--- config.mk ---
export PLATFORM = sky130hd
export DESIGN_NAME = seq_shifter_flat
export DESIGN_NICKNAME = d
export VERILOG_FILES = /design/src/rtl/seq_shifter_pkg.sv /design/src/rtl/seq_shifter_if.sv /design/src/rtl/seq_shifter_step.sv /design/src/rtl/seq_shifter.sv /design/src/flat_wrapper.sv
export SDC_FILE = /design/constraint.sdc
export NUM_CORES = 1
export LEC_CHECK = 0
export ABC_AREA = 1
export BUFFER_PORTS_ARGS = -buffer_cell sky130_fd_sc_hd__buf_2
export CORE_MARGIN = 2
export CORE_UTILIZATION = 51
export CTS_CLUSTER_DIAMETER = 150
export DETAILED_ROUTE_END_ITERATION = 12
export PLACE_DENSITY_LB_ADDON = 0.08
export SLEW_MARGIN = 15
export SYNTH_ARGS = -nofsm -noshare
export SYNTH_HDL_FRONTEND = slang
export SYNTH_SLANG_ARGS = --single-unit
--- constraint.sdc ---
create_clock -name clk -period 1.3 [get_ports clk]
set_input_delay 0.065 -clock clk [delete_from_list [all_inputs] [get_ports clk]]
set_output_delay 0.065 -clock clk [all_outputs]
set_load 0.005 [all_outputs]
--- src/rtl/seq_shifter_pkg.sv ---
// ---------------------------------------------------------------------------
// shift_pkg: shared definitions for the seq_shifter block.
//   - MODE_* : operation encodings on the 3-bit mode input
//              (values 5..7 are reserved and act as pass-through).
//   - state_t: FSM state encoding (ST_IDLE, ST_SHIFT, ST_DONE).
// Optional feature macro used by the block: SEQ_SHIFTER_CARRY_EN.
// ---------------------------------------------------------------------------
package shift_pkg;

    localparam logic [2:0] MODE_SHL = 3'd0;
    localparam logic [2:0] MODE_SHR = 3'd1;
    localparam logic [2:0] MODE_ASR = 3'd2;
    localparam logic [2:0] MODE_ROL = 3'd3;
    localparam logic [2:0] MODE_ROR = 3'd4;

    typedef enum logic [1:0] {
        ST_IDLE  = 2'd0,
        ST_SHIFT = 2'd1,
        ST_DONE  = 2'd2
    } state_t;

endpackage

--- src/rtl/seq_shifter_if.sv ---
// ---------------------------------------------------------------------------
// seq_shifter_if: start/busy/done handshake and data bus of seq_shifter.
//   start  : request (controller -> shifter)
//   mode   : operation select, see shift_pkg MODE_*
//   amount : shift distance in bit positions
//   din    : operand
//   busy   : shifter is stepping
//   done   : one-cycle result-valid pulse
//   dout   : working/result register
//   carry  : last bit shifted/rotated out (only with SEQ_SHIFTER_CARRY_EN)
// Modports: master (controller side), slave (shifter side).
// ---------------------------------------------------------------------------
interface seq_shifter_if #(
    parameter int WIDTH = 16,
    parameter int AMT_W = 4
);
    logic             start;
    logic [2:0]       mode;
    logic [AMT_W-1:0] amount;
    logic [WIDTH-1:0] din;
    logic             busy;
    logic             done;
    logic [WIDTH-1:0] dout;
`ifdef SEQ_SHIFTER_CARRY_EN
    logic             carry;
`endif

    modport master (
        output start, mode, amount, din,
`ifdef SEQ_SHIFTER_CARRY_EN
        input  carry,
`endif
        input  busy, done, dout
    );

    modport slave (
        input  start, mode, amount, din,
`ifdef SEQ_SHIFTER_CARRY_EN
        output carry,
`endif
        output busy, done, dout
    );
endinterface

--- src/rtl/seq_shifter_step.sv ---
// ---------------------------------------------------------------------------
// shift_step: purely combinational single-position shift/rotate.
//   x       : operand
//   mode    : operation select (shift_pkg MODE_*; 5..7 pass-through)
//   y       : operand moved by one bit position
//   out_bit : bit leaving the word (0 for pass-through modes)
// Generalises the old fixed 16-bit left-by-one shift to any WIDTH >= 2.
// ---------------------------------------------------------------------------
module shift_step
    import shift_pkg::*;
#(
    parameter int WIDTH = 16
) (
    input  logic [WIDTH-1:0] x,
    input  logic [2:0]       mode,
    output logic [WIDTH-1:0] y,
    output logic             out_bit
);

    always_comb begin
        // NOTE: every output gets a default first so no path leaves it unassigned (no latch).
        y       = x;
        out_bit = 1'b0;
        case (mode)
            MODE_SHL: begin y = {x[WIDTH-2:0], 1'b0};       out_bit = x[WIDTH-1]; end
            MODE_SHR: begin y = {1'b0, x[WIDTH-1:1]};       out_bit = x[0];       end
            MODE_ASR: begin y = {x[WIDTH-1], x[WIDTH-1:1]}; out_bit = x[0];       end
            MODE_ROL: begin y = {x[WIDTH-2:0], x[WIDTH-1]}; out_bit = x[WIDTH-1]; end
            MODE_ROR: begin y = {x[0], x[WIDTH-1:1]};       out_bit = x[0];       end
            default:  ; // reserved modes: pass-through
        endcase
    end

endmodule

--- src/rtl/seq_shifter.sv ---
// ---------------------------------------------------------------------------
// seq_shifter: multi-cycle shift/rotate unit, one bit position per clock.
//   clk   : system clock, rising edge
//   rst_n : synchronous active-low reset
//   bus   : seq_shifter_if.slave (start/mode/amount/din in,
//           busy/done/dout[/carry] out)
// Parameters: WIDTH (>= 2) operand width; AMT_W amount width,
//             2**AMT_W >= WIDTH.
// Optional feature: define SEQ_SHIFTER_CARRY_EN to add the carry output,
// which holds the last bit shifted or rotated out.
// ---------------------------------------------------------------------------
module seq_shifter
    import shift_pkg::*;
#(
    parameter int WIDTH = 16,
    parameter int AMT_W = 4
) (
    input  logic         clk,
    input  logic         rst_n,
    seq_shifter_if.slave bus
);

    localparam logic [AMT_W-1:0] CNT_ONE = AMT_W'(1);

    state_t           r_state;
    logic [AMT_W-1:0] r_count;
    logic [2:0]       r_mode;
    logic [WIDTH-1:0] r_dout;

    state_t           w_state_next;
    logic             w_load;
    logic [WIDTH-1:0] w_step_y;
    logic             w_out_bit;

    shift_step #(.WIDTH(WIDTH)) u_step (
        .x       (r_dout),
        .mode    (r_mode),
        .y       (w_step_y),
        .out_bit (w_out_bit)
    );

    // A request is taken in IDLE and also in DONE (back-to-back issue).
    assign w_load = bus.start && (r_state != ST_SHIFT);

    always_comb begin
        w_state_next = ST_IDLE;
        case (r_state)
            ST_IDLE, ST_DONE: begin
                if (bus.start)
                    w_state_next = (bus.amount == '0) ? ST_DONE : ST_SHIFT;
            end
            ST_SHIFT: begin
                // count is never 0 here: amount=0 bypasses SHIFT entirely.
                w_state_next = (r_count == CNT_ONE) ? ST_DONE : ST_SHIFT;
            end
            default: w_state_next = ST_IDLE;
        endcase
    end

    always_ff @(posedge clk) begin
        // NOTE: sequential state uses non-blocking assignments so all registers update from pre-edge values.
        if (!rst_n) begin
            r_state <= ST_IDLE;
            r_count <= '0;
            r_mode  <= MODE_SHL;
            r_dout  <= '0;
        end else begin
            r_state <= w_state_next;
            if (w_load) begin
                r_dout  <= bus.din;
                r_mode  <= bus.mode;
                r_count <= bus.amount;
            end else if (r_state == ST_SHIFT) begin
                r_dout  <= w_step_y;
                r_count <= r_count - CNT_ONE;
            end
        end
    end

`ifdef SEQ_SHIFTER_CARRY_EN
    logic r_carry;

    always_ff @(posedge clk) begin
        if (!rst_n)
            r_carry <= 1'b0;
        else if (w_load)
            r_carry <= 1'b0;
        else if (r_state == ST_SHIFT)
            r_carry <= w_out_bit;
    end

    assign bus.carry = r_carry;
`else
    // Out-bit is only consumed by the optional carry register.
    logic w_unused_out_bit;
    assign w_unused_out_bit = w_out_bit;
`endif

    assign bus.busy = (r_state == ST_SHIFT);
    assign bus.done = (r_state == ST_DONE);
    assign bus.dout = r_dout;

endmodule

--- src/flat_wrapper.sv ---
// flat-port wrapper written by rule: the top's interface ports become plain ports
module seq_shifter_flat import shift_pkg::*;
#(
    parameter int WIDTH = 16,
    parameter int AMT_W = 4
)
  (clk, rst_n, bus_start, bus_mode, bus_amount, bus_din, bus_busy, bus_done, bus_dout);
  seq_shifter_if #(.WIDTH(WIDTH), .AMT_W(AMT_W)) bus_i ();
  input  logic clk;
  input  logic rst_n;
  input wire logic [$bits(bus_i.start)-1:0] bus_start;
  input wire logic [$bits(bus_i.mode)-1:0] bus_mode;
  input wire logic [$bits(bus_i.amount)-1:0] bus_amount;
  input wire logic [$bits(bus_i.din)-1:0] bus_din;
  output wire logic [$bits(bus_i.busy)-1:0] bus_busy;
  output wire logic [$bits(bus_i.done)-1:0] bus_done;
  output wire logic [$bits(bus_i.dout)-1:0] bus_dout;
  assign bus_i.start = bus_start;
  assign bus_i.mode = bus_mode;
  assign bus_i.amount = bus_amount;
  assign bus_i.din = bus_din;
  assign bus_busy = bus_i.busy;
  assign bus_done = bus_i.done;
  assign bus_dout = bus_i.dout;
  seq_shifter #(.WIDTH(WIDTH), .AMT_W(AMT_W)) u_core (.clk(clk), .rst_n(rst_n), .bus(bus_i));
endmodule
; After elaboration in Yosys (flattened, before gate mapping)
; Cells that the tools add are included.
; W data, S select, Z words.
[totals]
out_inout_bits = 18
regBits = 25
input_bits = 26
word_cells = 34
[classes]
n_addsub = 1
n_mux = 9
eq_ne = 9
reduce_logical = 10
[op_table]
columns = cell, count
row1 = $pmux W16 S5, 1
row2 = $mux W16, 2
row3 = $mux W4, 2
row4 = $eq A3 B2 Y1 const B, 2
row5 = $mux W2, 3
row6 = $reduce_bool A6 Y1, 1
row7 = $reduce_bool A5 Y1, 1
row8 = $eq A4 B1 Y1 const B, 1
row9 = $logic_not A4 Y1, 1
row10 = $ne A2 B1 Y1 const B, 2
row11 = $pmux W2 S2, 1
row12 = $sub A4 B1 Y4 const B, 1
row13 = $eq A3 B1 Y1 const B, 1
row14 = $eq A3 B3 Y1 const B, 1
row15 = $logic_not A3 Y1, 1
row16 = $reduce_and A3 Y1, 1
row17 = $eq A2 B1 Y1 const B, 1
row18 = $eq A2 B2 Y1 const B, 1
row19 = $logic_not A2 Y1, 1
row20 = $reduce_and A2 Y1, 1
row21 = $reduce_bool A2 Y1, 1
row22 = $reduce_or A2 Y1, 1
row23 = $logic_and A1 B1 Y1, 1

; Depth between registers and ports, before layout
; Gate-level depths: netlist of run 1.
[depth]
depth_word = 4
depth_mapped = 9
mapped_depth_nobuf = 8

; By module
; Synthesis of run 1 repeated with hierarchy kept, for this count alone.
[hier_totals]
cells_unflattened = 312
area_unflattened_um2 = 2021.9
[modules_own_cells]
columns = module, cells_each, area_per_inst_um2, instances, seq_area_each_um2
row1 = seq_shifter, 193, 1316.3, 1, 500.5
row2 = shift_step, 119, 705.7, 1, 0.0

; Worst setup path after synthesis of run 1
; Ideal clock, no wire load.
[synth_path]
path_kind = register -> register
from = reg u_core.r_state[0]
to = reg u_core.r_dout[0], in the netlist u_core.bus.dout[0]
t_required_ns = 1.178
n_path_buf = 1
arrival_ns = 1.063
path_stages_with_launch = 9
synth_period_minus_slack_ns = 1.185
slack_ns = 0.115
setup_ns = 0.122
cell_sequence = dfxtp_1 -> nand2_2 -> nand2_2 -> nand3_1 -> nand2_1 -> buf_2 -> inv_1 -> o21ai_1 -> a21oi_1
[synth_between]
elab_chain_len = 4
word_cells_on_any_way = 7
classes_between = eq/ne (2) / mux (1) / reduce/logical (4)
[synth_rtl]
columns = element, line_no
row1 = from (decl), seq_shifter.sv:25  ; state_t r_state;
row2 = from (signal assigned), seq_shifter.sv:68  ; r_state <= w_state_next;
row3 = $ne A2 B1 Y1, seq_shifter.sv:43  ; assign w_load = bus.start && (r_state != ST_SHIFT);
row4 = $logic_and A1 B1 Y1, seq_shifter.sv:43
row5 = $reduce_bool A6 Y1 (no source line) / $reduce_bool A2 Y1 (equally long branches), -
row6 = $reduce_and A2 Y1 (no source line), -
row7 = to (signal assigned), seq_shifter.sv:70  ; r_dout <= bus.din;
row8 = to (signal assigned), seq_shifter.sv:74  ; r_dout <= w_step_y;
row9 = to (decl), seq_shifter.sv:28  ; logic [WIDTH-1:0] r_dout;
; Parallel ways exist; a longest one is shown, timed or not.
; A chain may end at the register's enable or synchronous reset.

; Final worst setup path of run 1
[layout_path]
from = reg u_core.r_mode[1]
to = reg u_core.r_dout[7], in the netlist u_core.bus.dout[7]
[layout_between]
elab_chain_len = 4
word_cells_on_any_way = 10
classes_between = eq/ne (4) / mux (3) / reduce/logical (3)
[layout_rtl]
columns = element, line_no
row1 = from (decl), seq_shifter.sv:27  ; logic [2:0] r_mode;
row2 = from (signal assigned), seq_shifter.sv:71  ; r_mode <= bus.mode;
row3 = "$eq A3 B3 Y1, or another cell as far along", seq_shifter_step.sv:24  ; case (mode)
row4 = $pmux W16 S5, seq_shifter_step.sv:24
row5 = $mux W16, seq_shifter.sv:73  ; end else if (r_state == ST_SHIFT) begin
row6 = $mux W16, seq_shifter.sv:69  ; if (w_load) begin
; Parallel ways exist; a longest one is shown, timed or not. The select of a mux whose other input is x is not followed.

==> impl_metrics.json, run 1 <==
{
  "status": "complete, no violations",
  "cp_max_fo": 8,
  "detail_route.iter0.violations": 116,
  "criticalPathCategory": "reg2reg",
  "min_period_ns": 1.24,
  "clk_latency_ns": 0.33,
  "ys_ff_latch": 25,
  "place_inst": 315,
  "drtPass1Iterations": 5,
  "htreeDepth": 1,
  "yosys-top-cells-area": "dfxtp_1 (34%), nand2_1 (15%), nand3_1 (13%)",
  "cts_max_path_buffers": 2,
  "synth_area_um2": 1490,
  "rrSetupSlack_ns": 0.06,
  "dpl.hpwl_um": 2550,
  "start_util": 0.539,
  "final_common_cell": "nand2_1",
  "detail-route-antenna-nets": 0,
  "worst-slew-pin-transition_ns": 0.197,
  "final_cell_mix": "nand2_1 (60), buf_2 (43), nand3_1 (37), nor2_1 (35), dfxtp_1 (22)",
  "grt_max_degree": 31,
  "cts-root-buf": "clkbuf_4",
  "gr-total-overflow": 0,
  "core_um2": 2760,
  "grt_pass1_vias": 1418,
  "power_density_nw_per_um2": 1020,
  "drc_errors": 0,
  "synth_nets": 265,
  "slowest_stage": "dfxtp_2",
  "gp_congestion": 0.821,
  "netlist.area_leader.share": 0.336,
  "via_per_inst": 5.18,
  "drive_gt1_frac": 0.297,
  "avgRoutedWirePerCell_um": 12.3,
  "critical_path.most_common_cell": "nand2_4",
  "layout.nets": 322,
  "slew_viol_final": 0,
  "critPathCaptureType": "register",
  "pin_count": 44,
  "syn_inst": 237,
  "syn_area_per_cell_um2": 6.28,
  "slew_headroom": 0.868,
  "post_cts_buffers": 0,
  "slowest_delay_ns": 0.36,
  "total_leakage_power_nw": 0.950,
  "antenna_found_initial": 0,
  "fmax_mhz": 805,
  "dieArea_um2": 3370,
  "synth_cell_types": 24,
  "fin_crit_sh": 0.955,
  "yosysTopAreaCell": "dfxtp_1",
  "cap_violations": 0,
  "cp.arrival_ns": 1.51,
  "clk_pin_slew_ns": 0.15,
  "hold_viol_final": 0,
  "final-setup-viol-count": 0,
  "die_w_um": 58.0,
  "final_area_um2": 1990,
  "cp.required_ns": 1.57,
  "ir_worst_vdd_mv": 0.728,
  "synth_warnings": 0,
  "cts_made_buffers": 3,
  "clock-sinks": 25,
  "whs_ns": 0.0247,
  "rsz0062_at_grt": "true",
  "worstPathCellList": "inv_2 > nand2_4 > nand3_4 > nand2_4 > clkbuf_16 > nor2_1 > nand2_1 > a21oi_1",
  "cp-start-kind": "register",
  "fin_cells": 324,
  "grt_usage": 0.227,
  "holdCritPathClass": "in2reg",
  "wirelength_um": 3970,
  "grt_pass1_wl_um": 6110,
  "placement.io_buffers": 43,
  "die_h_um": 58.0,
  "seq_area_frac_synth": 0.336,
  "area_growth_pct": 33.9,
  "dr_total_vias": 1678,
  "cts_tree": "built",
  "skew_ns": 0.0140,
  "num_antenna_cells": 0,
  "placed_area_um2": 1820,
  "rows": 19
}
-- final cells by class --
cell class	instances	area, um2
inverters	20	77.6
fillers	260	766
multi-input cells	181	906
repair buffers	63	438
clock buffers	3	22.5
clock inverters	1	5.00
flip-flops and latches	25	504
well taps	31	38.8
-- worst paths after layout --
kind	startpoint	end	depth (start not counted)
min reg2reg	u_core.r_count[3]	u_core.r_count[3]	2
max	u_core.r_mode[1]	u_core.bus.dout[7]	8
min	rst_n	u_core.r_count[0]	3
max reg2reg	u_core.r_mode[1]	u_core.bus.dout[7]	8
-- what timing repair did --
item                       in CTS  in global routing
hold endpoints to repair        2                  0
gates resized for setup         0                 19
setup endpoints to repair       0                 16
hold buffers                    2                  0
-- worst max-delay path: cells and delay by family (launching register included) --
| family | cells | cell delay (ns) |
|---|---|---|
| and+or+nand+nor | 5 | 0.41 |
| AOI/OAI and AO/OA | 1 | 0.12 |
| buffers and inverters | 2 | 0.31 |
| DFF | 1 | 0.36 |
-- report_power, final --
group          switching, mW  leakage (nW)  total, mW  internal [mW]
combinational          0.397         0.725      0.737          0.340
clock                  0.251        0.0177      0.366          0.115
sequential            0.0766         0.207      0.922          0.846
-- registers in the layout, indices dropped and copies added, names as in the netlist --
signal,count
u_core.r_state,2
u_core.r_count,4
u_core.r_mode,3
u_core.bus.dout,16
-- metal layers --
metal / vias to the layer above / part of all wire / global-route usage
li1: 890 / - / -
met1: 752 / 0.50 / 0.329
met2: 34 / 0.45 / 0.354
met3: 2 / 0.040 / 0.0201
met4: 0 / 0.0058 / 0.0764
met5: - / 0 / 0
-- logic make-up (layout without fill, tap and decap cells) --
group / Yosys count / count (layout) / share of synthesized area
compound gates: 34 / 34 / 0.121
fa+ha+maj: 2 / 2 / 0.0168
flops: 25 / 25 / 0.336
xor+xnor: 1 / 1 / 0.00589
simple gates: 144 / 144 / 0.426
buf+inv: 31 / 87 / 0.0934
-- Yosys cell counts, drive strengths merged --
| cell type | number |
|---|---|
| clkbuf | 2 |
| nand3 | 40 |
| dfxtp | 25 |
| a21oi | 23 |
| o221ai | 2 |
| xor2 | 1 |
| inv | 19 |
| buf | 9 |
| nand4 | 2 |
| clkinv | 1 |
| nand2 | 65 |
| o21ai | 8 |
| ha | 2 |
| o211ai | 1 |
| nor2 | 36 |
| nor3 | 1 |
-- stage by stage --
stage | worst slack (ns) | power [mW] | utilization | setup TNS (ns)
2_1_floorplan | 0.115 | 1.34 | - | 0
3_3_place_gp | 0.0673 | 1.57 | 0.658 | 0
3_5_place_dp | 0.0340 | 1.58 | 0.658 | 0
4_1_cts | 0.0126 | 1.94 | 0.676 | 0
5_1_grt | -0.0193 | 2.17 | 0.722 | -0.0408
6_report | 0.0585 | 2.03 | 0.722 | 0
Power figures use the tool's default switching activity.
==> run 2, diff against run 1 <==
--- a/config.mk
+++ b/config.mk
@@ -6,7 +6,7 @@
 export NUM_CORES = 1
 export LEC_CHECK = 0
 export ABC_AREA = 1
-export BUFFER_PORTS_ARGS = -buffer_cell sky130_fd_sc_hd__buf_2
+export BUFFER_PORTS_ARGS = -buffer_cell sky130_fd_sc_hd__buf_4
 export CORE_MARGIN = 2
 export CORE_UTILIZATION = 51
 export CTS_CLUSTER_DIAMETER = 150
==> impl_metrics.json, run 2 (synthesis results as in run 1) <==
{
  "status": "complete, no violations",
  "rrSetupSlack_ns": 0.04,
  "gp_congestion": 0.810,
  "dr_total_vias": 1733,
  "slew_viol_final": 0,
  "hold_viol_final": 0,
  "grt_pass1_wl_um": 6180,
  "rsz0062_at_grt": "true",
  "clk_pin_slew_ns": 0.14,
  "rows": 19,
  "die_w_um": 58.0,
  "place_inst": 315,
  "ir_worst_vdd_mv": 0.836,
  "reg2reg_from": "u_core.r_mode[1]",
  "hold_start": "bus_din[0]",
  "area_growth_pct": 40.1,
  "placed_area_um2": 1920,
  "criticalPathCategory": "reg2reg",
  "antenna_found_initial": 0,
  "clock-sinks": 25,
  "wirelength_um": 3990,
  "fin_cells": 324,
  "cts_tree": "built",
  "dpl.hpwl_um": 2610,
  "power.clock.fraction": 0.177,
  "cp-start-kind": "register",
  "fin_crit_sh": 0.967,
  "final_area_um2": 2080,
  "combinationalPowerShare": 0.375,
  "detail_route.iter0.violations": 93,
  "worst-slew-pin-transition_ns": 0.207,
  "cap_violations": 0,
  "grt_usage": 0.230,
  "slowest_stage": "dfxtp_2",
  "drtPass1Iterations": 5,
  "final_util": 0.756,
  "total_power_mw": 2.06,
  "worstPathCellList": "inv_2 > nand2_4 > nand3_4 > nand2_4 > clkbuf_16 > nor2_1 > nand2_1 > a21oi_1",
  "p_sw_frac": 0.347,
  "total_leakage_power_nw": 0.970,
  "placement.io_buffers": 43,
  "skew_ns": 0.00530,
  "switching_power_mw": 0.717,
  "cts-root-buf": "clkbuf_4",
  "cts_made_buffers": 3,
  "holdCritPathClass": "in2reg",
  "htreeDepth": 1,
  "slowest_delay_ns": 0.37,
  "gr-total-overflow": 0,
  "cts_max_path_buffers": 2,
  "drive_gt1_frac": 0.280,
  "path_buf_inv": 2,
  "min_period_ns": 1.26,
  "worst_path_dominant_cell_family": "simple AND/OR/NAND/NOR gates",
  "drc_errors": 0,
  "die_h_um": 58.0,
  "cp.arrival_ns": 1.52,
  "pwr-share-seq": 0.449,
  "final_cell_mix": "nand2_1 (60), buf_4 (55), nand3_1 (37), nor2_1 (36)",
  "avgRoutedWirePerCell_um": 12.3,
  "core_um2": 2760,
  "grt_pass1_vias": 1452,
  "start_util": 0.539,
  "fmax_mhz": 796,
  "startpoint": "u_core.r_mode[1]",
  "grt_max_degree": 31,
  "clk_latency_ns": 0.32,
  "largest_reg_flops": 16,
  "critPathCaptureType": "register",
  "dieArea_um2": 3370,
  "slew_headroom": 0.861,
  "detail-route-antenna-nets": 0,
  "power.internal_mw": 1.35,
  "cp_max_fo": 7,
  "final_common_cell": "nand2_1",
  "critical_path.most_common_cell": "nand2_4",
  "num_antenna_cells": 0,
  "pin_count": 44,
  "tns_ns": 0,
  "layout.nets": 322,
  "power_density_nw_per_um2": 990,
  "final-setup-viol-count": 0,
  "via_per_inst": 5.35,
  "cp.required_ns": 1.56
}
run 2: cell types whose count changed in the layout (fill, tap and decap cells not counted), sizes merged:
cell | previous run | this run
dlygate4sd3 | 2 | 3
clkinv | 2 | 1
clkbuf | 5 | 6
buf | 59 | 58
run 2: final cells by class:
cell class / instances / area (um2)
flip-flops and latches: 25 / 505
clock buffers: 4 / 26.3
fillers: 239 / 673
repair buffers: 63 / 544
inverters: 20 / 75.1
well taps: 31 / 38.8
multi-input cells: 181 / 895
run 2: timing repair:
action,CTS,global route
setup endpoints to repair,0,19
hold endpoints to repair,3,0
buffers inserted,0,1
hold buffers,3,0
resized for setup,0,16
run 2: worst register-to-register path, cell delays in order, from the launching register on:
cell       delay, ns
dfxtp_2         0.37
inv_2           0.12
nand2_4         0.09
nand3_4         0.09
nand2_4         0.08
clkbuf_16       0.17
nor2_1          0.08
nand2_1         0.06
a21oi_1         0.14
run 2: path summary, 6_finish.rpt:
path	to	depth (start not counted)
max	u_core.bus.dout[13]	8
max reg2reg	u_core.bus.dout[13]	8
min reg2reg	u_core.r_count[3]	2
min	u_core.bus.dout[0]	3
run 2: routing by layer:
layer	track usage	vias up	part of all wire
li1	-	885	-
met1	0.332	781	0.45
met2	0.360	60	0.46
met5	0	-	0
met4	0.0698	0	0.012
met3	0.0290	7	0.074
run 2: metrics by stage:
| stage | hold slack (ns) | worst slack, ns |
|---|---|---|
| after global placement | 0.311 | 0.0748 |
| after CTS | 0.0197 | 0.00537 |
| final | 0.00986 | 0.0430 |
| after detailed placement | 0.313 | 0.0252 |
| after global routing | 0.0178 | -0.0237 |
| after floorplan | 0.163 | 0.115 |
run 2: power groups by stage:
| stage | Sequential (mW) | Combinational [mW] | Clock [mW] |
|---|---|---|---|
| floorplan | 0.926 | 0.418 | 0 |
| global placement | 0.934 | 0.685 | 0 |
| detailed placement | 0.936 | 0.693 | 0 |
| CTS | 0.919 | 0.703 | 0.361 |
| global route | 0.935 | 0.863 | 0.402 |
| finish | 0.926 | 0.773 | 0.364 |
